--- config.mk ---
export PLATFORM = sky130hd
export DESIGN_NAME = mc_ctrl_fsm
export DESIGN_NICKNAME = d
export VERILOG_FILES = /design/src/rtl/riscv_pkg.sv /design/src/rtl/mem_wait_timer.sv /design/src/rtl/mc_ctrl_fsm.sv
export SDC_FILE = /design/constraint.sdc
export NUM_CORES = 1
export LEC_CHECK = 0
export BUFFER_PORTS_ARGS = -buffer_cell sky130_fd_sc_hd__buf_2
export CAP_MARGIN = 5
export CORE_MARGIN = 3
export CORE_UTILIZATION = 50
export CTS_BUF_LIST = sky130_fd_sc_hd__clkbuf_16
export CTS_CLUSTER_SIZE = 40
export DETAILED_ROUTE_END_ITERATION = 8
export PLACE_DENSITY_LB_ADDON = 0.2
export SYNTH_ARGS = -nofsm -noshare
export SYNTH_HDL_FRONTEND = slang
export SYNTH_SLANG_ARGS = --single-unit
--- constraint.sdc ---
create_clock -name clk_i -period 2.25 [get_ports clk_i]
set_input_delay 0.45 -clock clk_i [delete_from_list [all_inputs] [get_ports clk_i]]
set_output_delay 0.45 -clock clk_i [all_outputs]
set_load 0.05 [all_outputs]
--- src/rtl/riscv_pkg.sv ---
// Shared RV32I controller types: opcode encodings and datapath mux encodings.
package riscv_pkg;

  // Major opcodes decoded by the multicycle main controller
  typedef enum logic [6:0] {
    OP_L     = 7'b0000011,
    OP_I     = 7'b0010011,
    OP_AUIPC = 7'b0010111,
    OP_S     = 7'b0100011,
    OP_R     = 7'b0110011,
    OP_LUI   = 7'b0110111,
    OP_B     = 7'b1100011,
    OP_JALR  = 7'b1100111,
    OP_JAL   = 7'b1101111
  } opcode_e;

  // ResultSrc select
  localparam logic [1:0] RES_ALUOUT    = 2'b00;
  localparam logic [1:0] RES_DATA      = 2'b01;
  localparam logic [1:0] RES_ALURESULT = 2'b10;

  // ALUSrcA select
  localparam logic [1:0] SRCA_PC    = 2'b00;
  localparam logic [1:0] SRCA_OLDPC = 2'b01;
  localparam logic [1:0] SRCA_RD1   = 2'b10;
  localparam logic [1:0] SRCA_ZERO  = 2'b11;

  // ALUSrcB select
  localparam logic [1:0] SRCB_RD2  = 2'b00;
  localparam logic [1:0] SRCB_IMM  = 2'b01;
  localparam logic [1:0] SRCB_FOUR = 2'b10;

  // ALU operation class
  localparam logic [1:0] ALUOP_ADD   = 2'b00;
  localparam logic [1:0] ALUOP_SUB   = 2'b01;
  localparam logic [1:0] ALUOP_FUNCT = 2'b10;

  // Memory address select
  localparam logic ADR_PC     = 1'b0;
  localparam logic ADR_ALUOUT = 1'b1;

endpackage : riscv_pkg

--- src/rtl/mem_wait_timer.sv ---
// Memory wait-state counter: clears on request, counts stalled cycles,
// flags when the stall count has reached the timeout limit.
module mem_wait_timer #(
  parameter int unsigned TO_W   = 4,
  parameter int unsigned MEM_TO = 15
) (
  input  logic clk_i,
  input  logic rstn_i,
  input  logic clr_i,
  input  logic inc_i,
  output logic expire_c
);

  logic [TO_W-1:0] cnt_q;
  logic [TO_W-1:0] cnt_d;

  // Clear has priority over counting
  always_comb begin
    cnt_d = cnt_q;
    if (clr_i) begin
      cnt_d = '0;
    end else if (inc_i) begin
      cnt_d = cnt_q + TO_W'(1);
    end
  end

  // Counter register
  always_ff @(posedge clk_i or negedge rstn_i) begin
    if (!rstn_i) begin
      cnt_q <= '0;
    end else begin
      cnt_q <= cnt_d;
    end
  end

  assign expire_c = (cnt_q == TO_W'(MEM_TO));

endmodule : mem_wait_timer

--- src/rtl/mc_ctrl_fsm.sv ---
// Multicycle RV32I main control FSM with memory wait-state handshake,
// illegal-opcode trap and memory-timeout fault.
// Optional performance counters enabled by defining CTRL_PERF_CNT_EN.
module mc_ctrl_fsm
  import riscv_pkg::*;
#(
  parameter int unsigned TO_W   = 4,
  parameter int unsigned MEM_TO = 15
`ifdef CTRL_PERF_CNT_EN
  ,
  parameter int unsigned CNT_W  = 32
`endif
) (
  input  logic       clk_i,
  input  logic       rstn_i,
  input  opcode_e    opcode_i,
  input  logic       Zero_i,
  input  logic       mem_ready_i,
  output logic       mem_req_o,
  output logic       Branch_o,
  output logic       PCUpdate_o,
  output logic       PCWrite_o,
  output logic       RegWrite_o,
  output logic       MemWrite_o,
  output logic       IRWrite_o,
  output logic [1:0] ResultSrc_o,
  output logic [1:0] ALUSrcA_o,
  output logic [1:0] ALUSrcB_o,
  output logic [1:0] ALUOp_o,
  output logic       AdrSrc_o,
  output logic       illegal_o,
  output logic       mem_fault_o
`ifdef CTRL_PERF_CNT_EN
  ,
  output logic [CNT_W-1:0] cycle_cnt_o,
  output logic [CNT_W-1:0] instret_o
`endif
);

  typedef enum logic [3:0] {
    S_FETCH,
    S_DECODE,
    S_MEMADR,
    S_MEMREAD,
    S_MEMWB,
    S_MEMWRITE,
    S_EXECR,
    S_EXECI,
    S_ALUWB,
    S_BEQ,
    S_JALRADR,
    S_JAL,
    S_LUI,
    S_AUIPC,
    S_TRAP
  } state_e;

  state_e state_q;
  state_e state_d;
  logic   illegal_q;
  logic   illegal_d;
  logic   mem_fault_q;
  logic   mem_fault_d;
  logic   mem_state_c;
  logic   expire_c;

  assign mem_state_c = (state_q == S_FETCH) || (state_q == S_MEMREAD) ||
                       (state_q == S_MEMWRITE);

  // Wait counter restarts on every state change, so each memory state is entered with zero
  mem_wait_timer #(
    .TO_W   (TO_W),
    .MEM_TO (MEM_TO)
  ) u_wait_timer (
    .clk_i    (clk_i),
    .rstn_i   (rstn_i),
    .clr_i    (state_d != state_q),
    .inc_i    (mem_state_c && !mem_ready_i),
    .expire_c (expire_c)
  );

  // State and sticky flag registers
  always_ff @(posedge clk_i or negedge rstn_i) begin
    if (!rstn_i) begin
      state_q     <= S_FETCH;
      illegal_q   <= 1'b0;
      mem_fault_q <= 1'b0;
    end else begin
      state_q     <= state_d;
      illegal_q   <= illegal_d;
      mem_fault_q <= mem_fault_d;
    end
  end

  // Next-state logic; a ready in the expiry cycle still completes the access
  always_comb begin
    state_d     = state_q;
    illegal_d   = illegal_q;
    mem_fault_d = mem_fault_q;
    case (state_q)
      S_FETCH: begin
        if (mem_ready_i) begin
          state_d = S_DECODE;
        end else if (expire_c) begin
          state_d     = S_TRAP;
          mem_fault_d = 1'b1;
        end
      end
      S_DECODE: begin
        case (opcode_i)
          OP_L, OP_S: state_d = S_MEMADR;
          OP_R:       state_d = S_EXECR;
          OP_I:       state_d = S_EXECI;
          OP_B:       state_d = S_BEQ;
          OP_JAL:     state_d = S_JAL;
          OP_JALR:    state_d = S_JALRADR;
          OP_LUI:     state_d = S_LUI;
          OP_AUIPC:   state_d = S_AUIPC;
          default: begin
            state_d   = S_TRAP;
            illegal_d = 1'b1;
          end
        endcase
      end
      S_MEMADR: begin
        state_d = (opcode_i == OP_S) ? S_MEMWRITE : S_MEMREAD;
      end
      S_MEMREAD: begin
        if (mem_ready_i) begin
          state_d = S_MEMWB;
        end else if (expire_c) begin
          state_d     = S_TRAP;
          mem_fault_d = 1'b1;
        end
      end
      S_MEMWRITE: begin
        if (mem_ready_i) begin
          state_d = S_FETCH;
        end else if (expire_c) begin
          state_d     = S_TRAP;
          mem_fault_d = 1'b1;
        end
      end
      S_EXECR, S_EXECI, S_JAL, S_LUI, S_AUIPC: state_d = S_ALUWB;
      S_JALRADR:                               state_d = S_JAL;
      S_ALUWB, S_MEMWB, S_BEQ:                 state_d = S_FETCH;
      S_TRAP:                                  state_d = S_TRAP;
      default:                                 state_d = S_FETCH;
    endcase
  end

  // Moore datapath controls; handshake-qualified enables in memory states
  always_comb begin
    mem_req_o   = 1'b0;
    Branch_o    = 1'b0;
    PCUpdate_o  = 1'b0;
    RegWrite_o  = 1'b0;
    MemWrite_o  = 1'b0;
    IRWrite_o   = 1'b0;
    AdrSrc_o    = ADR_PC;
    ResultSrc_o = RES_ALUOUT;
    ALUSrcA_o   = SRCA_PC;
    ALUSrcB_o   = SRCB_RD2;
    ALUOp_o     = ALUOP_ADD;
    case (state_q)
      S_FETCH: begin
        mem_req_o   = 1'b1;
        AdrSrc_o    = ADR_PC;
        ALUSrcA_o   = SRCA_PC;
        ALUSrcB_o   = SRCB_FOUR;
        ResultSrc_o = RES_ALURESULT;
        IRWrite_o   = mem_ready_i;
        PCUpdate_o  = mem_ready_i;
      end
      S_DECODE, S_AUIPC: begin
        ALUSrcA_o = SRCA_OLDPC;
        ALUSrcB_o = SRCB_IMM;
        ALUOp_o   = ALUOP_ADD;
      end
      S_MEMADR, S_JALRADR: begin
        ALUSrcA_o = SRCA_RD1;
        ALUSrcB_o = SRCB_IMM;
        ALUOp_o   = ALUOP_ADD;
      end
      S_MEMREAD: begin
        mem_req_o = 1'b1;
        AdrSrc_o  = ADR_ALUOUT;
      end
      S_MEMWB: begin
        ResultSrc_o = RES_DATA;
        RegWrite_o  = 1'b1;
      end
      S_MEMWRITE: begin
        mem_req_o  = 1'b1;
        AdrSrc_o   = ADR_ALUOUT;
        MemWrite_o = mem_ready_i;
      end
      S_EXECR: begin
        ALUSrcA_o = SRCA_RD1;
        ALUSrcB_o = SRCB_RD2;
        ALUOp_o   = ALUOP_FUNCT;
      end
      S_EXECI: begin
        ALUSrcA_o = SRCA_RD1;
        ALUSrcB_o = SRCB_IMM;
        ALUOp_o   = ALUOP_FUNCT;
      end
      S_ALUWB: begin
        ResultSrc_o = RES_ALUOUT;
        RegWrite_o  = 1'b1;
      end
      S_BEQ: begin
        ALUSrcA_o   = SRCA_RD1;
        ALUSrcB_o   = SRCB_RD2;
        ALUOp_o     = ALUOP_SUB;
        ResultSrc_o = RES_ALUOUT;
        Branch_o    = 1'b1;
      end
      S_JAL: begin
        ALUSrcA_o   = SRCA_OLDPC;
        ALUSrcB_o   = SRCB_FOUR;
        ALUOp_o     = ALUOP_ADD;
        ResultSrc_o = RES_ALUOUT;
        PCUpdate_o  = 1'b1;
      end
      S_LUI: begin
        ALUSrcA_o = SRCA_ZERO;
        ALUSrcB_o = SRCB_IMM;
        ALUOp_o   = ALUOP_ADD;
      end
      default: begin
        mem_req_o = 1'b0;
      end
    endcase
  end

  assign PCWrite_o   = PCUpdate_o | (Branch_o & Zero_i);
  assign illegal_o   = illegal_q;
  assign mem_fault_o = mem_fault_q;

`ifdef CTRL_PERF_CNT_EN
  logic [CNT_W-1:0] cycle_cnt_q;
  logic [CNT_W-1:0] cycle_cnt_d;
  logic [CNT_W-1:0] instret_q;
  logic [CNT_W-1:0] instret_d;
  logic             retire_c;

  // Cycle count runs outside TRAP; an instruction retires when it hands back to FETCH
  always_comb begin
    cycle_cnt_d = cycle_cnt_q;
    instret_d   = instret_q;
    retire_c    = (state_d == S_FETCH) &&
                  ((state_q == S_ALUWB) || (state_q == S_MEMWB) ||
                   (state_q == S_MEMWRITE) || (state_q == S_BEQ));
    if (state_q != S_TRAP) begin
      cycle_cnt_d = cycle_cnt_q + CNT_W'(1);
    end
    if (retire_c) begin
      instret_d = instret_q + CNT_W'(1);
    end
  end

  // Performance counter registers
  always_ff @(posedge clk_i or negedge rstn_i) begin
    if (!rstn_i) begin
      cycle_cnt_q <= '0;
      instret_q   <= '0;
    end else begin
      cycle_cnt_q <= cycle_cnt_d;
      instret_q   <= instret_d;
    end
  end

  assign cycle_cnt_o = cycle_cnt_q;
  assign instret_o   = instret_q;
`endif

endmodule : mc_ctrl_fsm

Word level (Yosys, flattened, before mapping)
Cells that the tools add are included.

storage, ports and cells
  register bits = 10
  bits of input ports = 11
  output and inout bits = 18
  logic and storage cells = 73

operators by class
  add/sub/neg operators = 1
  equality and inequality tests = 25
  muxes and demuxes = 20
  bitwise operators = 4
  reductions and logical operators = 19

operators with widths
  operator                                             count
  one-hot mux 4 bit (8 select lines)                   2
  equality test 4 bit, second input constant           8
  two-way mux 4 bit                                    6
  equality test 7 x 6 -> 1 bit, second input constant  3
  equality test 7 bit, second input constant           3
  equality test 4 x 3 -> 1 bit, second input constant  4
  equality test 7 x 5 -> 1 bit, second input constant  2
  one-hot mux 2 bit (2 select lines)                   3
  OR reduction 2 bit                                   5
  OR reduction 5 bit                                   2
  OR reduction 9 bit                                   1
  equality test 4 x 2 -> 1 bit, second input constant  2
  equality test 7 x 2 -> 1 bit, second input constant  1
  two-way mux 1 bit                                    6
  one-hot mux 2 bit (3 select lines)                   1
  OR reduction 3 bit                                   2
  OR reduction 6 bit                                   1
  adder 4 x 1 -> 4 bit, second input constant          1
  equality test 4 x 1 -> 1 bit, second input constant  1
  zero test 4 bit                                      1
  != test 4 bit                                        1
  two-way mux 3 bit                                    1
  AND reduction 3 bit                                  1
  logical OR 1 bit                                     2
  other kinds (8)                                      9

Depth between registers and ports, before layout
  depth after elaboration = 6
  depth in mapped cells = 8
  gate-level depth less buffers = 7

By module
From an unflattened synthesis, not the netlist that was laid out.

second synthesis, totals
  cells, all modules = 137
  area total of the unflattened synthesis = 1072.3 µm²

modules (own cells, without submodules)
  module          instances  cells each  area each (µm²)  seq. area each (µm²)
  mc_ctrl_fsm     1          120         873.3            150.1
  mem_wait_timer  1          17          198.9            100.1

Worst setup path after synthesis
Ideal clock, no wire load.

  path type = reg2out
  from = register state_q[0]
  to = output port PCWrite_o
  arrival = 2.226 ns
  required time = 1.800 ns
  path slack = -0.426 ns
  cell stages (with the launch flop) = 7
  cell sequence = dfrtp_1 -> buf_4 -> clkbuf_1 -> nor2_1 -> nand3_1 -> a21oi_1 -> a21o_1

RTL lines
  item                                                    line                RTL
  from (decl)                                             mc_ctrl_fsm.sv:58   state_e state_q;
  from (signal assigned)                                  mc_ctrl_fsm.sv:89   state_q <= state_d;
  equality test 4 bit or zero test 4 bit (tied branches)  mc_ctrl_fsm.sv:165  case (state_q)
  one-hot mux 1 bit (2 select lines) *                    mc_ctrl_fsm.sv:165
  via PCUpdate_o                                          mc_ctrl_fsm.sv:21   output logic PCUpdate_o,
  OR 1 bit *                                              mc_ctrl_fsm.sv:237  assign PCWrite_o = PCUpdate_o | (Branch_o & Zero_i);
  to (decl)                                               mc_ctrl_fsm.sv:22   output logic PCWrite_o,

The timed path passes the listed nets; every way through them passes the cells marked *.

Worst setup path after layout
  from = register state_q[0]
  to = output port ALUSrcB_o[0]

between the ends
  word-level cells in the longest chain between the ends = 3

ends and longest elaborated chain
  item                                                                       line                RTL
  equality test 4 x 1 -> 1 bit, or another cell as far along                 mc_ctrl_fsm.sv:165
  OR reduction 6 bit (no source line) or OR reduction 2 bit (tied branches)  n/a
  one-hot mux 2 bit (2 select lines) *                                       mc_ctrl_fsm.sv:165
  to (decl)                                                                  mc_ctrl_fsm.sv:28   output logic [1:0] ALUSrcB_o,

Mark *: on every way between the ends. The rest lies on a longest branch, timed or not.

==> results.md <==
* Status: finished, final reports clean
* CP Launch Point: state_q[0]
* CTS sink cnt at 10
* Post-synth ARST share at 1.00
* Leak at 0.572 nW
* Final ANT Viol Nets at 0
* M2 GR Usage at 0.372
* Critical path class: reg -> out
* Final WL at 2430 um
* TritonCTS clock tree: built
* Hold crit path type: in -> async
* Pin count of the biggest net entering global routing at 17
* Global Route Usage Sum at 0.220
* Die extent in y at 50.0 um
* Io pins at 29
* CTS root buf: clkbuf_16
* Worst rel slew slack at 0.754
* Measured slew at the worst slew-check pin at 0.360 ns
* Placed insts at 173
* Dpl hpwl at 1900 um
* Final setup TNS at 0 ns
* Critical path endpoint category: output port
* Arrival @ worst endpoint at 1.69 ns
* Worst setup SP type: flop
* Finished Layout Cells at 176
* H-tree depth at 1
* Synth Area per Inst at 7.81 sq um
* EDFF count, synth at 0
* Worst Path Required at 1.80 ns
* Area Growth Syn to Fin at 24.5%
* Routed vias at 1004
* Register area at 253 sq um
* Initial Util at 0.543
* Setup WS pre-CTS at 0.223 ns
* Buf/Inv on CP at 2
* Diodes inserted at 0
* Commonest non-fill, non-tap cell in the layout: buf_2
* Die Area at 2500 sq um
* Starting DRT DRC Count at 19
* Cell area after synthesis at 968 sq um
* Total Power at 2.06 mW
* Setup Viol. Count Final at 0
* Worst Path Max Fanout at 8
* RSZ-0062 raised after global routing: false
* Register area share after synthesis at 0.258
* FF+latch count, synth at 10
* Avg Vias per Cell at 5.70
* CTS max path bufs at 2
* Post-synthesis cell count at 124
* Post-synth cell types at 42
* Most used routing layer: met2
* DRC at 0
* Final Cell Area at 1210 sq um
* FMAX at 466 MHz
* CP max stage delay at 0.47 ns
* Crit-path slowest cell: dfrtp_1
* Routability cong. at 0.829
* Final WS setup at 0.106 ns
* Highest-count cells in the layout ignoring fill and taps: buf_2 (28), nand2_1 (11), nor2_1 (10)
* Met3 Track Usage GR at 0.0574
* Syn_nets at 136
* Crit-path leading delay family: buffers and inverters
* Met1 GRT Util at 0.275
* CTS buffer count at 3
* IO Port Bufs at 28
* Initial antenna violation count at 0
* Final Max Slew Viols at 0
* Wire length per cell at 13.8 um
* Cell Rows at 15
* Syn. warnings at 0
* Clk slew on worst S/H paths at 0.04 ns
* Final hold vios at 0
* Maximum VDD drop at 1.00 mV
* Pwr Density at 1710 nW/um^2
* First-pass GRT wire length at 4300 um
* Grt total ovfl at 0
* Worst-Skew Late Latency at 0.24 ns
* Tmin final at 2.14 ns
* DR pass1 iterations at 4
* Vias in the first global route at 971
* Skew final at 0.00174 ns
* Main synth FF type: dfrtp_1
* Final nets at 165
* Die width at 50.0 um
* Area of the multi-input gates at 662 sq um
* Placed cell area at 1130 sq um
* Period utilisation layout at 0.953
* RR Startpoint: state_q[2]
* Core area at 1780 sq um
* Max Cap Viol at 0
* Crit-path cells: buf_4 -> nor2b_1 -> a211oi_1 -> a31oi_1 -> buf_2
* Share of cells above drive strength 1 at 0.318
* Fillers at 157
## Yosys cell counts (all sizes together) (2+ instances only)
library cell	n	area [sq um]
inv	4	15.0
nor2b	6	45.0
nor3	10	50.1
o21ai	8	40.0
a31oi	2	12.5
a21o	2	15.0
nand2	12	47.6
o31ai	2	15.0
nand3b	2	18.8
nor2	12	45.0
a32oi	2	17.5
xor2	3	26.3
a21oi	6	30.0
nand3	8	40.0
and3b	2	17.5
dfrtp	10	250
buf	6	47.5
o21bai	3	22.5
xnor2	5	51.3
and3	3	18.8
clkbuf	2	7.51
## path summary, 6_finish.rpt
kind	end	slack, ns	cells past startpoint
max	ALUSrcB_o[0]	0.11	5
min	mem_fault_o	0.06	1
max reg2reg	u_wait_timer.cnt_q[2]	0.33	6
min reg2reg	illegal_o	0.45	1
max in group asynchronous	state_q[1]	1.98	1
min in group clk_i	illegal_o	0.45	1
## sequential cells by signal (all words and copies together), names as in the netlist
name	count
mem_fault_o	1
illegal_o	1
u_wait_timer.cnt_q	4
state_q	4
## final cells by class
class | instances | share of cell area
Clock buffer | 3 | 0.0622
Inverter | 4 | 0.0124
Multi-Input combinational cell | 102 | 0.549
Sequential cell | 10 | 0.210
Tap cell | 25 | 0.0259
Timing Repair Buffer | 32 | 0.141
## worst register-to-register path, stage by stage (launching register included)
cell     delay (ns)
dfrtp_2        0.50
nor2_1         0.32
nand2_2        0.15
o31ai_1        0.25
a211o_1        0.16
xor2_1         0.29
nor3_1         0.11
## stage by stage
step                 util  hold slack [ns]
CTS                 0.674           0.0681
global placement    0.632            0.315
floorplan               -            0.154
global route        0.676           0.0833
detailed placement  0.632            0.319
finish              0.676           0.0628
## timing repair
item	in CTS	in global routing
hold buffers	0	0
pin swaps	0	0
endpoints found under the setup margin	2	3
cloned	0	0
resized for setup	1	2
setup buffers	0	0
## report_power, final
group | internal, mW | switching, mW | leakage, nW | total (mW)
Sequential | 0.224 | 0.113 | 0.127 | 0.338
Combinational | 0.432 | 0.985 | 0.408 | 1.42
Clock | 0.230 | 0.0788 | 0.0370 | 0.309
## cells by family (layout without fill, tap and decap cells)
family / Yosys count / after routing / share of synthesized area
AO/OA/AOI/OAI: 31 / 31 / 0.231
AND/OR/NAND/NOR: 60 / 60 / 0.324
buffers and inverters: 12 / 39 / 0.0723
multiplexers: 1 / 1 / 0.0103
adder cells (fa/ha/maj): 2 / 2 / 0.0233
flip-flops: 10 / 10 / 0.258
XOR/XNOR: 8 / 8 / 0.0801
## routing by layer
metal / vias to the layer above / routed length (um)
met4: 0 / 15
met5: - / 0
met2: 32 / 1180
li1: 502 / -
met1: 467 / 1090
met3: 3 / 147
Note: power is estimated with default switching activity, not from simulation.
